$ cat src/rtl/aes_round_sequencer_if.sv
// aes_round_sequencer_if: request, round-control and result signals between requester/core and sequencer
interface aes_round_sequencer_if;
    logic         start_i;
    logic [127:0] key_i;
    logic [127:0] data_i;
    logic         ready_o;
    logic         busy_o;
    logic [127:0] core_key_o;
    logic [127:0] core_data_o;
    logic         first_round_o;
    logic         final_round_o;
    logic [7:0]   round_const_o;
    logic [3:0]   round_idx_o;
    logic [127:0] core_out_i;
    logic [127:0] data_o;
    logic         valid_o;
    modport master (
        output start_i, key_i, data_i, core_out_i,
        input  ready_o, busy_o, core_key_o, core_data_o, first_round_o, final_round_o,
               round_const_o, round_idx_o, data_o, valid_o
    );
    modport slave (
        input  start_i, key_i, data_i, core_out_i,
        output ready_o, busy_o, core_key_o, core_data_o, first_round_o, final_round_o,
               round_const_o, round_idx_o, data_o, valid_o
    );
endinterface

$ cat src/rtl/aes_round_sequencer.sv
// aes_round_sequencer: per-round control FSM, key/plaintext latch and result capture for an iterative AES-128 core
module aes_round_sequencer #(
    parameter int NUM_ROUNDS   = 10,
    parameter int CORE_LATENCY = 1
) (
    input logic                  clk,
    input logic                  rst,
    aes_round_sequencer_if.slave bus
);
    typedef enum logic [1:0] {IDLE, RUN, WAIT} state_t;
    localparam logic [3:0] LP_NR = 4'(NUM_ROUNDS);
    localparam logic [1:0] LP_CL = 2'(CORE_LATENCY - 1);
    state_t       r_state, w_state_nxt;
    logic [3:0]   r_round, w_round_nxt;
    logic [7:0]   r_rcon, w_rcon_nxt;
    logic [1:0]   r_cnt, w_cnt_nxt;
    logic [127:0] r_key, r_data, r_out;
    logic         r_valid;
    logic         w_accept, w_capture;
    // round and Rcon are held at 0 outside RUN so the outputs decode registers only
    always_comb begin
        w_state_nxt = r_state;
        w_round_nxt = r_round;
        w_rcon_nxt  = r_rcon;
        w_cnt_nxt   = r_cnt;
        w_accept    = 1'b0;
        w_capture   = 1'b0;
        case (r_state)
            IDLE: if (bus.start_i) begin
                w_accept    = 1'b1;
                w_state_nxt = RUN;
                w_round_nxt = 4'd1;
                w_rcon_nxt  = 8'h01;
            end
            RUN: if (r_round == LP_NR) begin
                w_state_nxt = WAIT;
                w_round_nxt = 4'd0;
                w_rcon_nxt  = 8'h00;
                w_cnt_nxt   = LP_CL;
            end else begin
                w_round_nxt = r_round + 4'd1;
                w_rcon_nxt  = {r_rcon[6:0], 1'b0} ^ (r_rcon[7] ? 8'h1b : 8'h00);
            end
            WAIT: if (r_cnt == 2'd0) begin
                w_capture   = 1'b1;
                w_state_nxt = IDLE;
            end else begin
                w_cnt_nxt = r_cnt - 2'd1;
            end
            default: w_state_nxt = IDLE;
        endcase
    end
    always_ff @(posedge clk) begin
        if (rst) begin
            r_state <= IDLE;
            r_round <= '0;
            r_rcon  <= '0;
            r_cnt   <= '0;
            r_key   <= '0;
            r_data  <= '0;
            r_out   <= '0;
            r_valid <= 1'b0;
        end else begin
            r_state <= w_state_nxt;
            r_round <= w_round_nxt;
            r_rcon  <= w_rcon_nxt;
            r_cnt   <= w_cnt_nxt;
            r_valid <= w_capture;
            if (w_accept) begin
                r_key  <= bus.key_i;
                r_data <= bus.data_i;
            end
            if (w_capture) r_out <= bus.core_out_i;
        end
    end
    assign bus.ready_o       = r_state == IDLE;
    assign bus.busy_o        = r_state != IDLE;
    assign bus.core_key_o    = r_key;
    assign bus.core_data_o   = r_data;
    assign bus.first_round_o = r_round == 4'd1;
    assign bus.final_round_o = r_round == LP_NR;
    assign bus.round_const_o = r_rcon;
    assign bus.round_idx_o   = r_round;
    assign bus.data_o        = r_out;
    assign bus.valid_o       = r_valid;
endmodule
$ cat src/flat_wrapper.sv
// flat-port wrapper written by rule: the top's interface ports become plain ports
module aes_round_sequencer_flat 
#(
    parameter int NUM_ROUNDS   = 10,
    parameter int CORE_LATENCY = 1
)
  (clk, rst, bus_start_i, bus_key_i, bus_data_i, bus_core_out_i, bus_ready_o, bus_busy_o, bus_core_key_o, bus_core_data_o, bus_first_round_o, bus_final_round_o, bus_round_const_o, bus_round_idx_o, bus_data_o, bus_valid_o);
  aes_round_sequencer_if bus_i ();
  input logic clk;
  input logic rst;
  input wire logic [$bits(bus_i.start_i)-1:0] bus_start_i;
  input wire logic [$bits(bus_i.key_i)-1:0] bus_key_i;
  input wire logic [$bits(bus_i.data_i)-1:0] bus_data_i;
  input wire logic [$bits(bus_i.core_out_i)-1:0] bus_core_out_i;
  output wire logic [$bits(bus_i.ready_o)-1:0] bus_ready_o;
  output wire logic [$bits(bus_i.busy_o)-1:0] bus_busy_o;
  output wire logic [$bits(bus_i.core_key_o)-1:0] bus_core_key_o;
  output wire logic [$bits(bus_i.core_data_o)-1:0] bus_core_data_o;
  output wire logic [$bits(bus_i.first_round_o)-1:0] bus_first_round_o;
  output wire logic [$bits(bus_i.final_round_o)-1:0] bus_final_round_o;
  output wire logic [$bits(bus_i.round_const_o)-1:0] bus_round_const_o;
  output wire logic [$bits(bus_i.round_idx_o)-1:0] bus_round_idx_o;
  output wire logic [$bits(bus_i.data_o)-1:0] bus_data_o;
  output wire logic [$bits(bus_i.valid_o)-1:0] bus_valid_o;
  assign bus_i.start_i = bus_start_i;
  assign bus_i.key_i = bus_key_i;
  assign bus_i.data_i = bus_data_i;
  assign bus_i.core_out_i = bus_core_out_i;
  assign bus_ready_o = bus_i.ready_o;
  assign bus_busy_o = bus_i.busy_o;
  assign bus_core_key_o = bus_i.core_key_o;
  assign bus_core_data_o = bus_i.core_data_o;
  assign bus_first_round_o = bus_i.first_round_o;
  assign bus_final_round_o = bus_i.final_round_o;
  assign bus_round_const_o = bus_i.round_const_o;
  assign bus_round_idx_o = bus_i.round_idx_o;
  assign bus_data_o = bus_i.data_o;
  assign bus_valid_o = bus_i.valid_o;
  aes_round_sequencer #(.NUM_ROUNDS(NUM_ROUNDS), .CORE_LATENCY(CORE_LATENCY)) u_core (.clk(clk), .rst(rst), .bus(bus_i));
endmodule
$ cat config.mk
export PLATFORM = sky130hd
export DESIGN_NAME = aes_round_sequencer_flat
export DESIGN_NICKNAME = d
export VERILOG_FILES = /design/src/rtl/aes_round_sequencer_if.sv /design/src/rtl/aes_round_sequencer.sv /design/src/flat_wrapper.sv
export SDC_FILE = /design/constraint.sdc
export NUM_CORES = 1
export LEC_CHECK = 0
export BUFFER_PORTS_ARGS = -buffer_cell sky130_fd_sc_hd__buf_4
export CAP_MARGIN = 5
export CORE_AREA = 2 2 306 308
export DETAILED_ROUTE_END_ITERATION = 12
export DIE_AREA = 0 0 308 310
export SYNTH_ARGS = -nofsm -noshare
export SYNTH_HDL_FRONTEND = slang
export SYNTH_SLANG_ARGS = --single-unit
$ cat constraint.sdc
create_clock -name clk -period 2.6 [get_ports clk]
set_input_delay 0.52 -clock clk [delete_from_list [all_inputs] [get_ports clk]]
set_output_delay 0.52 -clock clk [all_outputs]
set_load 0.01 [all_outputs]
# After elaboration in Yosys (flattened, before gate mapping)
# Cells that the tools add are included.
dict set report classes {
  bitwise_logic 1
  n_eq_ne 8
  muxes 18
  addsub 2
  n_reduce_logical 8
}
# op n
set op_table {}
lappend op_table {{8-bit 2-to-1 mux} 2}
lappend op_table {{8-bit one-hot mux with 2 select lines} 1}
lappend op_table {{2-bit 2-to-1 mux} 5}
lappend op_table {{4-bit 2-to-1 mux} 2}
lappend op_table {{4-bit one-hot mux with 2 select lines} 1}
lappend op_table {{8-bit bitwise XOR} 1}
lappend op_table {{2-bit != test (second input constant)} 3}
lappend op_table {{2-bit one-hot mux with 3 select lines} 1}
lappend op_table {{3-bit AND reduction} 2}
lappend op_table {{2-bit nonzero test} 3}
lappend op_table {{5-bit 2-to-1 mux} 1}
lappend op_table {{4-bit by 1-bit adder with 4-bit output (second input constant)} 1}
lappend op_table {{4-bit by 1-bit == test with 1-bit output (second input constant)} 1}
lappend op_table {{4-bit == test (second input constant)} 1}
lappend op_table {{2-bit logical NOT} 2}
lappend op_table {{1-bit 2-to-1 mux} 4}
lappend op_table {{2-bit one-hot mux with 2 select lines} 1}
lappend op_table {{2-bit by 1-bit == test with 1-bit output (second input constant)} 1}
lappend op_table {{2-bit == test (second input constant)} 1}
lappend op_table {{2-bit by 1-bit != test with 1-bit output (second input constant)} 1}
lappend op_table {{2-bit AND reduction} 1}
lappend op_table {{2-bit by 1-bit subtractor with 2-bit output (second input constant)} 1}
dict set report totals {
  output_inout_bits 401
  reg_bits 401
}

# Depth between registers and ports, before layout
dict set report logic_depth {
  ltp_word 4
  ltp_mapped 9
  ltp_nobuf 5
}

# Worst setup path before layout
# OpenSTA, ideal clock, no wires.
dict set report synth_path {
  kind {register to register}
  from {reg u_core.r_state[0]}
  to {reg u_core.r_data[84] (netlist: u_core.bus.core_data_o[84])}
  t_arrival_ps 1460
  slack_ps 1008
  n_path_buf 4
  path_stages_with_launch 10
  cell_sequence {dfxtp_1 inv_1 ha_1 buf_4 and2_1 buf_4 buf_8 buf_6 nand2_1 a21oi_1}
}
dict set report synth_via {
  elab_chain_cells 2
}
# element line
set synth_lines {}
lappend synth_lines {{start, declared} aes_round_sequencer.sv:13} ;# state_t r_state, w_state_nxt;
lappend synth_lines {{start signal, assigned} aes_round_sequencer.sv:64} ;# r_state <= w_state_nxt;
lappend synth_lines {{2-bit logical NOT} -}
lappend synth_lines {{named net bus_ready_o} flat_wrapper.sv:15} ;# output wire logic [$bits(bus_i.ready_o)-1:0] bus_ready_o;
lappend synth_lines {{1-bit 2-to-1 mux} aes_round_sequencer.sv:28} ;# case (r_state)
lappend synth_lines {{end signal, assigned} aes_round_sequencer.sv:71} ;# r_data <= bus.data_i;
lappend synth_lines {{end, declared} aes_round_sequencer.sv:17} ;# logic [127:0] r_key, r_data, r_out;
# The timed path passes the listed nets, and every way through them passes these cells.
# A chain may end at the register's enable or synchronous reset.

# Worst setup path in the final report
dict set report layout_path {
  from {reg u_core.r_round[2] (netlist: u_core.bus.round_idx_o[2])}
  to {out bus_final_round_o}
}
dict set report layout_via {
  elab_chain_cells 1
}
# element line
set layout_lines {}
lappend layout_lines {{start, declared} aes_round_sequencer.sv:14} ;# logic [3:0] r_round, w_round_nxt;
lappend layout_lines {{start signal, assigned} aes_round_sequencer.sv:65} ;# r_round <= w_round_nxt;
lappend layout_lines {{4-bit == test} aes_round_sequencer.sv:81} ;# assign bus.final_round_o = r_round == LP_NR;
lappend layout_lines {{end, declared} flat_wrapper.sv:20} ;# output wire logic [$bits(bus_i.final_round_o)-1:0] bus_final_round_o;
# No other way between the ends.

==> results.toml <==
[grt]
gr-total-overflow = 0
grt_pass1_vias = 13703
grt_pass1_wl_um = 85400
grt_max_degree = 102
antenna_found_initial = 7
grt_use_total_pct = 11.8

[sta]
whs_ns = 0.168
worst_pin_slew_ns = 0.984
rsz0062_at_grt = "no"
max_freq_mhz = 430
clock_skew_ns = 0.0122
drv_slew = 0
relSlewSlack_pct = 32.5
period_minus_slack_ns = 2.33
finalCritPeriodShare_pct = 89.4
setup_tns_ns = 0
finalSetupViolCount = 0
hold_viol = 0

[route]
remaining_drc_errors = 0
vias = 14431
dr.pass1.iters = 5
drt_iter0_markers = 1011
vias_per_cell = 3.84
wl_um = 61100
ant_nets = 0
wl_per_cell_um = 16.3

[clock_network]
cts_made_buffers = 47
cts_hold_buf = 0
cts_setup_buffers = 0
cts.clk_slew.worst_paths_ns = 0.06
cts_sinks = 401
clockBufferDepth = 3
htreeDepth = 2
clk_latency_ns = 0.59
cts_tree = "yes"
cts_resized = 0
cts_root_buf = "clkbuf_16"

[power]
power.leakage_nw = 9.86
p_sw_share_pct = 32.7
pwr-share-clk_pct = 33.3
power_switching_mw = 6.54
p_int_mw = 13.5
p_per_area_nw_per_um2 = 872
pwr-share-comb_pct = 28.7
p_seq_share_pct = 38.1
ir_drop_uv = 558

[synthesis]
ys_warn_count = 0
synth_nets = 2167
syn_inst = 1775
yosysTopAreaCell = "dfxtp_1"
synthDistinctLibCells = 36
post-synth-top-area-fraction_pct = 56.0
syn_area_um2 = 14300
ys_seq_area_share_pct = 56.0
synth.avg_cell_area_um2 = 8.07
synthTopCellsByArea = "dfxtp_1, nand2_1, a21oi_1, buf_6, buf_2"
ys_ff_latch = 401

[place]
gp_congestion = 0.794
numPortBuffers = 787
hpwl_um = 46200
place_inst = 3667

[floorplan]
start_util_pct = 15.5
die_h_um = 310
core-area_um2 = 92500
fp.dieArea_um2 = 95500
num_rows = 112
ios = 788
die_width_um = 308

[worst_hold_path]
hp-class = "in -> reg"

[setup_path]
crit_arrival_ns = 1.81
path_class = "reg -> out"
end_kind = "primary output"
required_ns = 2.08
setup.worst_path.start_class = "register"
critPathMaxFanout = 15

[run_status]
status = "completed"

[layout]
fin_nets = 2911
layout-drive-gt1-share_pct = 35.9
final_cells = 3755
area_delta_synth_final_pct = 60.2

[job]
max-cap-violations = 0
## final cells by class
| class | count | area (um^2) |
|---|---|---|
| Timing Repair Buffer | 832 | 6440 |
| Multi-Input combinational cell | 1226 | 5390 |
| Clock inverter | 16 | 150 |
| Inverter | 11 | 41.3 |
| Sequential cell | 401 | 8030 |
| Tap cell | 1197 | 1500 |
| Fill cell | 10213 | 69500 |
| Antenna cell | 3 | 7.51 |
| Clock buffer | 69 | 1400 |
## logic make-up after synthesis
kind of cell               Yosys count  synth area share [%]
muxes                                4                 0.288
AOI/OAI and AO/OA                  407                  14.8
DFF                                401                  56.0
xor gates and xnor gates             3                 0.183
and+or+nand+nor                    807                  21.8
buffers and inverters              148                  6.50
adders and majority gates            5                 0.437
## power by group through the flow
stage                     Clock, mW  Combinational [mW]  Sequential, mW
final                          6.66                5.74            7.62
after global routing           7.16                6.31            7.73
after CTS                      6.92                5.86            7.63
after detailed placement          0                5.85            7.75
after global placement            0                5.83            7.71
after floorplan                   0                2.63            8.12
## state kept, by name, indices dropped and copies added, names as in the netlist
signal                    flops
u_core.bus.core_key_o       128
u_core.bus.valid_o            1
u_core.bus.core_data_o      128
u_core.r_state                2
u_core.bus.data_o           128
u_core.bus.round_const_o      8
u_core.r_cnt                  2
u_core.bus.round_idx_o        4
## critical path, stage by stage, from the launching register on
cell and delay (ns):
dfxtp_1 0.39, nand4bb_4 0.43, inv_1 0.23, buf_4 0.16
## cells in the final DEF (no fill, tap or decap), types with 2 or more instances in the layout
| cell | count |
|---|---|
| clkinvlp_4 | 2 |
| dfxtp_1 | 401 |
| nor2_1 | 2 |
| buf_4 | 816 |
| xor2_1 | 3 |
| and2_4 | 2 |
| nand2b_1 | 9 |
| nand4_1 | 7 |
| nand3b_1 | 2 |
| clkbuf_1 | 9 |
| nand2_4 | 2 |
| nor3_1 | 3 |
| diode_2 | 3 |
| mux2i_1 | 3 |
| a21oi_1 | 392 |
| inv_1 | 11 |
| a211oi_1 | 4 |
| nand2_1 | 776 |
| clkinv_2 | 10 |
| clkbuf_16 | 48 |
| clkbuf_8 | 12 |
| bufinv_16 | 2 |
| buf_12 | 15 |
| ha_1 | 5 |
## cells in the mapped netlist, drive strengths merged
cell type,number
a221oi,1
and2b,1
mux2i,3
and2,2
o21bai,1
a41oi,1
a2111o,1
nand3,1
o31ai,1
a2111oi,1
dfxtp,401
a311oi,1
buf,93
ha,5
inv,11
and3b,1
nor3,3
a211oi,4
nand3b,2
nand4,7
o41ai,1
nand4bb,1
nand2,778
nor2,2
a21oi,392
o31a,1
a21boi,1
nand2b,9
xor2,3
clkbuf,44
o32ai,1
mux2,1
## worst paths after layout
path	startpoint	end	slack (ns)	cells past startpoint
worst max-delay path	u_core.bus.round_idx_o[2]$_SDFFE_PP0P_	bus_final_round_o	0.27	3
worst min-delay path	bus_core_out_i[12]	u_core.bus.data_o[12]$_SDFFE_PP0P_	0.17	3
worst max register to register	u_core.r_state[1]$_SDFFE_PP0P_	u_core.bus.round_idx_o[3]$_SDFFE_PP0P_	0.54	5
worst min register to register	u_core.bus.data_o[32]$_SDFFE_PP0P_	u_core.bus.data_o[32]$_SDFFE_PP0P_	0.45	2
## stage by stage
stage	setup WS (ns)	utilization, %	power (mW)	instance area [um^2]
2_1_floorplan	1.01	-	10.8	14300
3_3_place_gp	0.601	23.1	13.5	21400
3_5_place_dp	0.561	23.1	13.6	21400
4_1_cts	0.207	24.8	20.4	22900
5_1_grt	0.169	24.8	21.2	23000
6_report	0.275	24.8	20.0	23000
## routing by layer
| metal | wire [um] | GRT usage (%) | up-vias |
|---|---|---|---|
| met5 | 0 | 0 | - |
| met4 | 1440 | 3.98 | 0 |
| met3 | 5640 | 4.61 | 75 |
| met2 | 29800 | 20.1 | 532 |
| met1 | 24200 | 13.4 | 6614 |
| li1 | - | - | 7210 |
Power figures use the tool's default switching activity.
